$ cat src/rtl/uart_pkg.sv
// Shared UART definitions: receiver state encoding and bit-timing defaults.
// The transmitter uses the same bit-timing constant.
package uart_pkg;

    typedef enum logic [1:0] {
        IDLE     = 2'b00,
        RX_START = 2'b01,
        RX_DATA  = 2'b10,
        RX_STOP  = 2'b11
    } uart_state_e;

    // Clock-count terminal value; one bit period is CYCLES_PER_BIT_DEF+1 clocks.
    localparam int CYCLES_PER_BIT_DEF = 434;
    localparam int CNT_W              = 20;

endpackage

$ cat src/rtl/sync_2ff.sv
// Two-flop synchroniser for a single asynchronous input bit.
// The reset value is a parameter, so an idle line level can be preloaded.
module sync_2ff #(
    parameter logic RST_VAL = 1'b1
) (
    input  logic i_Clk,
    input  logic i_Rst,
    input  logic d_i,
    output logic q_o
);

    logic meta_q;
    logic sync_q;

    always_ff @(posedge i_Clk or negedge i_Rst) begin
        if (!i_Rst) begin
            meta_q <= RST_VAL;
            sync_q <= RST_VAL;
        end else begin
            meta_q <= d_i;
            sync_q <= meta_q;
        end
    end

    assign q_o = sync_q;

endmodule

$ cat src/rtl/uart_rx.sv
// 8N1 UART receiver. The start bit is validated at half a bit, and each data bit
// and the stop bit are sampled at mid-bit, LSB first. Done and error pulses last one cycle.
module uart_rx
    import uart_pkg::*;
#(
    parameter int CYCLES_PER_BIT = CYCLES_PER_BIT_DEF,
    parameter int HALF_BIT       = CYCLES_PER_BIT / 2
) (
    input  logic       i_Clk,
    input  logic       i_Rst,
    input  logic       i_Rx,
    output logic [7:0] o_Data,
    output logic       o_fDone,
    output logic       o_fErr,
    output logic       o_fBusy
);

    localparam logic [CNT_W-1:0] BIT_END  = CNT_W'(CYCLES_PER_BIT);
    localparam logic [CNT_W-1:0] HALF_END = CNT_W'(HALF_BIT);

    logic rx_s;
    logic rx_d_q;
    logic fall;

    uart_state_e      state_q, state_d;
    logic [CNT_W-1:0] cnt_q, cnt_d;
    logic [2:0]       bit_q, bit_d;
    logic [7:0]       shift_q, shift_d;
    logic [7:0]       data_q, data_d;
    logic             done_q, done_d;
    logic             err_q, err_d;

    sync_2ff #(.RST_VAL(1'b1)) u_sync (
        .i_Clk (i_Clk),
        .i_Rst (i_Rst),
        .d_i   (i_Rx),
        .q_o   (rx_s)
    );

    // The extra delay flop gives an edge detector, so a held-low line cannot re-arm reception.
    assign fall = rx_d_q & ~rx_s;

    always_ff @(posedge i_Clk or negedge i_Rst) begin
        if (!i_Rst) begin
            rx_d_q  <= 1'b1;
            state_q <= IDLE;
            cnt_q   <= '0;
            bit_q   <= '0;
            shift_q <= '0;
            data_q  <= '0;
            done_q  <= 1'b0;
            err_q   <= 1'b0;
        end else begin
            rx_d_q  <= rx_s;
            state_q <= state_d;
            cnt_q   <= cnt_d;
            bit_q   <= bit_d;
            shift_q <= shift_d;
            data_q  <= data_d;
            done_q  <= done_d;
            err_q   <= err_d;
        end
    end

    always_comb begin
        state_d = state_q;
        cnt_d   = (state_q == IDLE) ? '0 : cnt_q + 1'b1;
        bit_d   = bit_q;
        shift_d = shift_q;
        data_d  = data_q;
        done_d  = 1'b0;
        err_d   = 1'b0;
        unique case (state_q)
            IDLE: begin
                if (fall) begin
                    state_d = RX_START;
                    cnt_d   = '0;
                end
            end
            RX_START: begin
                if (cnt_q == HALF_END) begin
                    cnt_d   = '0;
                    bit_d   = '0;
                    state_d = rx_s ? IDLE : RX_DATA;
                end
            end
            RX_DATA: begin
                if (cnt_q == BIT_END) begin
                    cnt_d   = '0;
                    shift_d = {rx_s, shift_q[7:1]};
                    bit_d   = bit_q + 1'b1;
                    if (bit_q == 3'd7) state_d = RX_STOP;
                end
            end
            RX_STOP: begin
                // Leaving at stop mid-bit leaves half a bit to catch a back-to-back start edge.
                if (cnt_q == BIT_END) begin
                    cnt_d   = '0;
                    state_d = IDLE;
                    if (rx_s) begin
                        data_d = shift_q;
                        done_d = 1'b1;
                    end else begin
                        err_d  = 1'b1;
                    end
                end
            end
            default: state_d = IDLE;
        endcase
    end

    assign o_Data  = data_q;
    assign o_fDone = done_q;
    assign o_fErr  = err_q;
    assign o_fBusy = (state_q != IDLE);

endmodule
$ cat config.mk
export PLATFORM = sky130hd
export DESIGN_NAME = uart_rx
export DESIGN_NICKNAME = d
export VERILOG_FILES = /design/src/rtl/uart_pkg.sv /design/src/rtl/sync_2ff.sv /design/src/rtl/uart_rx.sv
export SDC_FILE = /design/constraint.sdc
export NUM_CORES = 1
export LEC_CHECK = 0
export ABC_AREA = 1
export CAP_MARGIN = 20
export CORE_MARGIN = 8
export CORE_UTILIZATION = 67
export DETAILED_ROUTE_END_ITERATION = 10
export DONT_BUFFER_PORTS = 1
export GPL_ROUTABILITY_DRIVEN = 0
export PLACE_DENSITY = 0.86
export SKIP_LAST_GASP = 1
export SLEW_MARGIN = 25
export SYNTH_ARGS = -nofsm -noshare
export SYNTH_HDL_FRONTEND = slang
export SYNTH_HIERARCHICAL = 1
export SYNTH_SLANG_ARGS = --single-unit
export TNS_END_PERCENT = 100
$ cat constraint.sdc
create_clock -name i_Clk -period 3.2 [get_ports i_Clk]
set_clock_uncertainty 0.2 [all_clocks]
set_input_delay 0.64 -clock i_Clk [delete_from_list [all_inputs] [get_ports i_Clk]]
set_output_delay 0.64 -clock i_Clk [all_outputs]
set_load 0.02 [all_outputs]
==> results of run 1 <==
-- logic make-up (layout without fill, tap and decap cells) --
kind of cell	count (synthesis)	in the layout	synth area share
adders and majority gates	5	5	0.0266
xor gates and xnor gates	14	14	0.0522
and+or+nand+nor	140	140	0.293
AOI/OAI and AO/OA	29	29	0.0772
buffers and inverters	35	43	0.0596
DFF	46	46	0.491
-- how the worst max path moves through the flow --
| stage | to | depth (start not counted) |
|---|---|---|
| after floorplan | o_Data[5]$_DFFE_PN0P_ | 10 |
| after CTS | o_fBusy | 3 |
| after global placement | o_Data[6]$_DFFE_PN0P_ | 9 |
| after global routing | o_fBusy | 3 |
| after detailed placement | o_Data[3]$_DFFE_PN0P_ | 9 |
| final | o_fBusy | 3 |
-- final cells by class --
type	instances	area (µm²)	share of cell area
Clock inverter	3	25.0	0.0101
Sequential cell	46	1150	0.464
Inverter	32	120	0.0483
Timing Repair Buffer	3	37.5	0.0151
Tap cell	46	57.6	0.0231
Multi-Input combinational cell	188	1050	0.424
Clock buffer	5	37.5	0.0151
-- routing by layer --
layer / share of wire / wire (µm) / vias to the layer above / track usage
met5: 0 / 0 / - / 0
met3: 0.057 / 256 / 8 / 0.0546
li1: - / - / 877 / -
met4: 0.020 / 89 / 0 / 0.0832
met2: 0.48 / 2170 / 35 / 0.289
met1: 0.44 / 1980 / 811 / 0.206
-- report_power, final --
part	switching [mW]	leakage, nW	internal (mW)
combinational	0.142	0.512	0.0692
clock	0.196	0.0318	0.0896
sequential	0.0492	0.621	0.616
total	0.388	1.17	0.775
-- worst register-to-register path: stages, from the launching register on --
cell	delay, ps
dfrtp_1	450
inv_1	120
ha_1	170
nand4_1	100
nor2_1	120
nand3_2	120
inv_2	110
nand3_4	190
nand2_1	140
o21ai_2	60
-- state kept, by name, indices dropped and copies added (netlist names), named ones only --
register / count
o_fErr: 1
o_Data: 8
o_fDone: 1
cnt_q: 20
rx_d_q: 1
u_sync/meta_q: 1
u_sync/q_o: 1
shift_q: 8
state_q: 1
bit_q: 3
-- cell usage after synthesis, types with 2 or more instances --
cell,number,share of area
nor3_1,8,0.017
inv_2,7,0.011
o21ai_2,7,0.026
nand2_2,4,0.011
nand3_1,16,0.034
nor2_1,39,0.062
ha_1,5,0.027
nor2_4,2,0.0096
xor2_1,11,0.041
nor2_2,9,0.024
xnor2_1,3,0.011
dfstp_2,3,0.034
o21ai_0,2,0.0043
nand3_2,2,0.0085
a21oi_1,17,0.036
nand2_1,47,0.075
dfrtp_1,43,0.46
nand4_1,7,0.019
inv_1,25,0.040
-- metrics by stage --
stage           util  power (mW)  hold WS (ps)  cell area [µm²]  worst slack [ps]
2_1_floorplan      -       0.819           144             2350              1460
3_3_place_gp   0.712       0.867           146             2390              1400
3_5_place_dp   0.712       0.872           146             2390              1330
4_1_cts        0.740        1.17          27.6             2490              1020
5_1_grt        0.740        1.23          15.3             2490               980
6_report       0.740        1.16          48.8             2490              1050
-- cell usage in the layout (no fill, tap or decap), drive strengths merged --
cell type | Yosys | layout
nand2 | 51 | 51
nor2 | 50 | 50
dfrtp | 43 | 43
inv | 32 | 33
nand3 | 19 | 19
a21oi | 17 | 17
xor2 | 11 | 11
nor3 | 10 | 10
o21ai | 10 | 10
nand4 | 8 | 8
ha | 5 | 5
clkbuf | 1 | 5
xnor2 | 3 | 3
dfstp | 3 | 3
a211oi | 2 | 2
or2 | 2 | 2
buf | 2 | 2
clkinv | 0 | 1
clkinvlp | 0 | 1
dlygate4sd3 | 0 | 1
-- what timing repair did --
| action | 4_1_cts | 5_1_grt |
|---|---|---|
| setup endpoints to repair | 0 | 0 |
| hold buffers | 2 | 0 |
| hold endpoints to repair | 46 | 0 |
==> impl_metrics.ini, run 1 <==
[cts]
post-cts-setup-buffer-count = 0
post_cts_resized = 0
cts_tree = yes
clockBufferDepth = 2
clock-sinks = 46
clk_latency_ps = 370
cts_root_buffer = clkbuf_4
clkTransAtPathRegs_ps = 150
ctsHtreeMaxLevel = 2
cts_buffers = 5

[job]
cap_violations = 0

[min_path]
holdPathStages = 0
min_to = u_sync/meta_q$_DFF_PN1_
hp-start = i_Rx
hold_class = input port to flop

[global_routing]
antenna_found_initial = 0
grt_pass1_vias = 1696
grt.total_usage = 0.177
grt_pass1_wl_mm = 7.46
grt_max_degree = 47
gr-total-overflow = 0

[worst_setup_path]
start_kind = flop
r2r_start = cnt_q[0]$_DFF_PN0_
cp_num_buf_inv = 2
arrival_ps = 1310
crit_fanout = 12
crit_path_cell_trace = nor2_1 > buf_4 > inv_1
max_stage_delay_ps = 470
crit_type = flop to primary output
rr_worst_depth = 9
r2r-end = o_Data[3]$_DFFE_PN0P_
crit_family = flip-flops
crit_start = state_q[0]$_DFFE_PN0P_
cp-end-kind = primary output
r2r_slack_ps = 1320
worstPathRequired_ps = 2360
crit_slowest_cell = dfrtp_1

[sta]
worst_slew_pin_slew_ps = 336
setup_viol = 0
grt_setup_unrepaired = no
finalHoldViolCount = 0
slew_headroom = 0.775
period_minus_slack_ps = 2150
clock.fmax_ghz = 0.465
period_share = 0.673
slew_violations = 0
fin_tns_setup_ps = 0

[detailed_routing]
drtPass1Iterations = 4
drc_errors = 0
ant_nets = 0
totalWireLength_mm = 4.49
viasPerCell = 5.36
routedWlPerCell_um = 13.9
vias = 1731
drtIter0Drc = 115

[floorplanning]
core_area_um2 = 3360
std_cell_rows = 21
dieWidth_um = 75.2
die_area_um2 = 5660
pin_count = 14
die_h_um = 75.2
start_util = 0.699

[final_layout]
drive_gt1_frac = 0.177
syn2layout_area_growth_pct = 5.86
fill_cells = 269
nNetsFinal = 284
fin_cells = 323
antenna_cells = 0

[place]
dpl.hpwl_mm = 3.28
dp_cells = 313
port_buffers = 0

[yosys]
syn_nets = 277
netlist_area_um2 = 2350
syn_avg_cell_area_um2 = 8.74
synth_cells = 269
ys_seq_area_frac = 0.491
ys_async_sr_fraction = 1.00
yosysWarnings = 6
synth.distinct_cells = 31
synth-seq-cells = 46
synth-main-ff-cell = dfrtp_1
synth_edf_count = 0

[outcome]
status = complete, no violations

[power]
leakage_nw = 1.17
power.density_nw_per_um2 = 467
vdd_drop_max_uv = 416
No activity file was read; power rests on OpenSTA's default activity.
==> run 2: changes to the inputs <==
CORE_UTILIZATION = 56   (was 67)
PLACE_DENSITY = 0.77   (was 0.86)
clock period = 1.8 ns   (was 3.2 ns; I/O delays follow)
==> impl_metrics.ini, run 2 (synthesized netlist as in run 1, its figures left out) <==
[detailed_routing]
viasPerCell = 5.38
drtPass1Iterations = 4
drc_errors = 0
drtIter0Drc = 104
vias = 1846
totalWireLength_mm = 4.87
ant_nets = 0
routedWlPerCell_um = 14.2

[power]
power.density_nw_per_um2 = 840
p_int_mw = 1.56
switching_power_mw = 0.711
power.total_mw = 2.27
seqPwrFrac = 0.521
leakage_nw = 1.24
vdd_drop_max_uv = 576
p_sw_frac = 0.313
comb_power_share = 0.210
pwr-share-clk = 0.269

[worst_setup_path]
worstPathRequired_ps = 1790
crit_type = flop to flop
cp-end-kind = flop
crit_top_cell = nand2_2
crit_slowest_cell = dfrtp_1
start_kind = flop
crit_fanout = 8
max_stage_delay_ps = 400
cp.depth = 9
endpoint = o_Data[7]$_DFFE_PN0P_
crit_start = cnt_q[0]$_DFF_PN0_
cp_num_buf_inv = 2
r2r-end = o_Data[7]$_DFFE_PN0P_
rr_worst_depth = 9
crit_path_cell_trace = inv_2 > ha_2 > nand4_1 > nor2_1 > nand3_2 > inv_4 > nand3_4 > nand2_2 > nand2_2
r2r_start = cnt_q[0]$_DFF_PN0_
crit_family = simple AND/OR/NAND/NOR gates
arrival_ps = 1760
r2r_slack_ps = 30

[job]
cap_violations = 0

[cts]
cts_root_buffer = clkbuf_8
clockBufferDepth = 2
cts_tree = yes
ctsHtreeMaxLevel = 2
clkTransAtPathRegs_ps = 80
clock-sinks = 46
clk_latency_ps = 290
cts_buffers = 5

[sta]
slew_headroom = 0.794
worst_slew_pin_slew_ps = 307
setup_viol = 0
period_share = 0.984
clock.fmax_ghz = 0.565
slew_violations = 0
finalHoldViolCount = 0
period_minus_slack_ps = 1770
grt_setup_unrepaired = yes

[final_layout]
design_area_um2 = 2710
final_common_cell = nand2_1
final_cell_mix = nand2_1, dfrtp_1, nor2_1
nNetsFinal = 300
top_register = cnt_q
multi_input_comb_area_um2 = 1120
syn2layout_area_growth_pct = 15.1
fill_cells = 317
seq_area_um2 = 1160
largest_register_ffs = 20
final_core_util = 0.671
antenna_cells = 0
drive_gt1_frac = 0.263

[global_routing]
gr-total-overflow = 0
grt_max_degree = 47
grt_pass1_vias = 1771
antenna_found_initial = 0
grt_pass1_wl_mm = 7.96
grt.total_usage = 0.154

[floorplanning]
die_area_um2 = 6520
dieWidth_um = 80.8
core_area_um2 = 4030
die_h_um = 80.8
start_util = 0.583
pin_count = 14
std_cell_rows = 23

[min_path]
hold_class = flop to flop

[place]
dpl.hpwl_mm = 3.38
port_buffers = 0
placed_area_um2 = 2470

[outcome]
status = complete, no violations
[run 2: cell types whose count changed in the layout (fill, tap and decap cells not counted), sizes merged]
cell         before  now
clkinvlp          1    0
nand3            19   20
buf               2   15
inv              33   32
clkinv            1    2
dlygate4sd3       1    2
clkbuf            5    6
nand4             8    9
[run 2: what timing repair did]
item,4_1_cts,5_1_grt
hold buffers,3,0
gates resized for setup,1,17
cloned,1,1
endpoints found under the setup margin,8,22
pin swaps,0,8
setup buffers,0,3
endpoints found under the hold margin,47,0
[run 2: stage by stage]
step | std cells | worst slack (ps) | hold WS [ps] | TNS [ps]
2_1_floorplan | 269 | 56.1 | -136 | 0
3_3_place_gp | 327 | 94.3 | -134 | 0
3_5_place_dp | 327 | -12.1 | -135 | -16.5
4_1_cts | 339 | 20.9 | 167 | 0
5_1_grt | 343 | -36.7 | 172 | -104
6_report | 343 | 28.5 | 167 | 0
[run 2: cell type report]
type / instances / share of cell area
repair buffers: 17 / 0.0564
multi-input cells: 190 / 0.414
inverters: 32 / 0.0453
clock inverters: 2 / 0.00509
clock buffers: 6 / 0.0268
flip-flops and latches: 46 / 0.429
well taps: 50 / 0.0231
[run 2: metal layers]
metal | wire length [µm] | track usage | vias to the layer above
li1 | - | - | 912
met1 | 2200 | 0.201 | 888
met2 | 2350 | 0.248 | 38
met3 | 237 | 0.0287 | 8
met4 | 77 | 0.0625 | 0
met5 | 0 | 0 | -
[run 2: power groups by stage]
stage | logic (mW) | registers, mW | clock network, mW
2_1_floorplan | 0.273 | 1.18 | 0
3_3_place_gp | 0.413 | 1.19 | 0
3_5_place_dp | 0.433 | 1.19 | 0
4_1_cts | 0.464 | 1.17 | 0.626
5_1_grt | 0.531 | 1.19 | 0.674
6_report | 0.477 | 1.18 | 0.610
[run 2: how the worst min path moves through the flow]
stage	endpoint	slack [ps]	start	depth (start not counted)
2_1_floorplan	async pin	-140	i_Rst	0
3_3_place_gp	cnt_q[12]$_DFF_PN0_	-130	i_Rst	0
3_5_place_dp	cnt_q[12]$_DFF_PN0_	-130	i_Rst	0
4_1_cts	u_sync/q_o$_DFF_PN1_	170	u_sync/meta_q$_DFF_PN1_	0
5_1_grt	u_sync/q_o$_DFF_PN1_	170	u_sync/meta_q$_DFF_PN1_	0
6_report	u_sync/q_o$_DFF_PN1_	170	u_sync/meta_q$_DFF_PN1_	0
==> run 3: changes to the inputs <==
SKIP_CTS_REPAIR_TIMING = 1   (was default)
SYNTH_HIERARCHICAL = default   (was 1)
==> impl_metrics.ini, run 3 <==
[power]
power.density_nw_per_um2 = 829
vdd_drop_max_uv = 575
leakage_nw = 1.31
seqPwrFrac = 0.511
comb_power_share = 0.208
pwr-share-clk = 0.282
switching_power_mw = 0.710
p_sw_frac = 0.309
p_int_mw = 1.59

[yosys]
synth_edf_count = 0
synth_top_area_frac = 0.480
yosysMostFrequentCell = nand2_1
synth-main-ff-cell = dfrtp_1
ys_top_cells_by_count = nand2_1, nor2_1, dfrtp_1
synthTopCellsByArea = dfrtp_1, nand2_1, nor2_1, inv_1, nand3_1
synth_cells = 264
ys_seq_area_frac = 0.515
synth-seq-cells = 46
yosysWarnings = 0
yosys.area.top_type = dfrtp_1
syn_avg_cell_area_um2 = 8.50
netlist_area_um2 = 2240
syn_nets = 272
synth.distinct_cells = 26
ys_async_sr_fraction = 1.00

[final_layout]
antenna_cells = 0
final_cell_mix = nand2_1, dfrtp_1, nor2_1
multi_input_comb_area_um2 = 1030
syn2layout_area_growth_pct = 23.6
seq_area_um2 = 1160
fin_cells = 351
drive_gt1_frac = 0.266
largest_register_ffs = 20
fill_cells = 293
nNetsFinal = 308
top_register = cnt_q
design_area_um2 = 2770

[detailed_routing]
ant_nets = 0
drtIter0Drc = 129
drc_errors = 0
drtPass1Iterations = 4
vias = 1879
viasPerCell = 5.35
totalWireLength_mm = 5.03
routedWlPerCell_um = 14.3

[worst_setup_path]
max_stage_delay_ps = 410
crit_top_cell = nand2_2
arrival_ps = 2020
r2r_slack_ps = -210
crit_start = cnt_q[0]$_DFF_PN0_
crit_type = flop to flop
worstPathRequired_ps = 1800
crit_fanout = 8
r2r_start = cnt_q[0]$_DFF_PN0_
crit_slowest_cell = dfrtp_1
cp-end-kind = flop
start_kind = flop
crit_path_cell_trace = inv_1 > ha_2 > nand2_2 > nor2_1 > nand4_1 > nor3_4 > nand3_4 > clkbuf_16 > nand2_2 > nand2_1

[global_routing]
antenna_found_initial = 0
grt_pass1_vias = 1828
grt_max_degree = 47
grt.total_usage = 0.164
grt_pass1_wl_mm = 8.10
gr-total-overflow = 0

[place]
dpl.hpwl_mm = 3.42
port_buffers = 0
dp_cells = 333
post-place-ws_ps = -88.7
placed_area_um2 = 2460

[cts]
cts_buffers = 5
clk_latency_ps = 300
clock-sinks = 46
cts_root_buffer = clkbuf_8
clkTransAtPathRegs_ps = 90
clockBufferDepth = 2
cts_tree = yes
ctsHtreeMaxLevel = 2

[floorplanning]
die_area_um2 = 6290
std_cell_rows = 23
die_h_um = 79.3
pin_count = 14
dieWidth_um = 79.3
start_util = 0.573
core_area_um2 = 3910

[sta]
clock.fmax_ghz = 0.497
setup_viol = 33
period_share = 1.12
grt_setup_unrepaired = yes
timing.final.ws_setup_ps = -214
finalHoldViolCount = 0
slew_violations = 0
worst_slew_pin_slew_ps = 329
slew_headroom = 0.779
period_minus_slack_ps = 2010

[outcome]
status = finished, violations left
violations = negative setup slack

[min_path]
hp-start = u_sync.meta_q$_DFF_PN1_
hold_class = flop to flop

[job]
cap_violations = 0
==> run 3: cell count changes in the layout (fill, tap and decap cells not counted), sizes merged, moves of 2 or more <==
cell	delta
nor2	-4
nand2	+4
o21ai	+10
inv	-2
a21oi	-14
buf	+15
nor3	-2
a211oi	-2
==> run 3: kinds of logic after synthesis <==
family | after synthesis | share of synthesized area
and+or+nand+nor | 143 | 0.282
buffers and inverters | 34 | 0.0619
adders and majority gates | 5 | 0.0279
xor gates and xnor gates | 13 | 0.0508
DFF | 46 | 0.515
AOI/OAI and AO/OA | 23 | 0.0630
==> run 3: power groups by stage <==
stage	Combinational (mW)	Clock (mW)	Sequential, mW
after CTS	0.359	0.668	1.16
after floorplan	0.234	0	1.17
final	0.477	0.648	1.17
after global routing	0.544	0.716	1.18
after detailed placement	0.357	0	1.18
after global placement	0.353	0	1.18
==> run 3: worst paths after layout <==
check / endpoint / depth (start not counted)
worst max-delay path: o_Data[0]$_DFFE_PN0P_ / 10
worst min-delay path: u_sync.q_o$_DFF_PN1_ / 0
worst max register to register: o_Data[0]$_DFFE_PN0P_ / 10
worst min register to register: u_sync.q_o$_DFF_PN1_ / 0
max in group asynchronous: u_sync.meta_q$_DFF_PN1_ / 2
min in group asynchronous: cnt_q[19]$_DFF_PN0_ / 2
==> run 3: final cells by class <==
class | count | area share
flip-flops and latches | 46 | 0.417
multi-input cells | 184 | 0.373
repair buffers | 33 | 0.112
inverters | 30 | 0.0415
clock buffers | 5 | 0.0248
well taps | 50 | 0.0226
clock inverters | 3 | 0.00903
==> run 3: critical path, delay by kind of cell, from the launching register on <==
family	cells	cell delay, ps
adders and majority gates	1	180
and+or+nand+nor	7	860
buffers and inverters	2	260
DFF	1	410
==> run 3: per-stage QoR <==
step           setup TNS, ps  total power, mW   util  hold WS, ps
6_report               -5560             2.30  0.708          163
2_1_floorplan          -20.3             1.41      -         -136
4_1_cts                -1970             2.19  0.654         -473
3_3_place_gp            -263             1.53  0.630         -134
5_1_grt                -9300             2.44  0.708          170
3_5_place_dp           -1510             1.54  0.630         -134
==> run 3: layer usage <==
metal,global-route usage,share of wire
met2,0.272,0.51
met4,0.0722,0.013
met3,0.0440,0.035
met5,0,0
met1,0.195,0.45
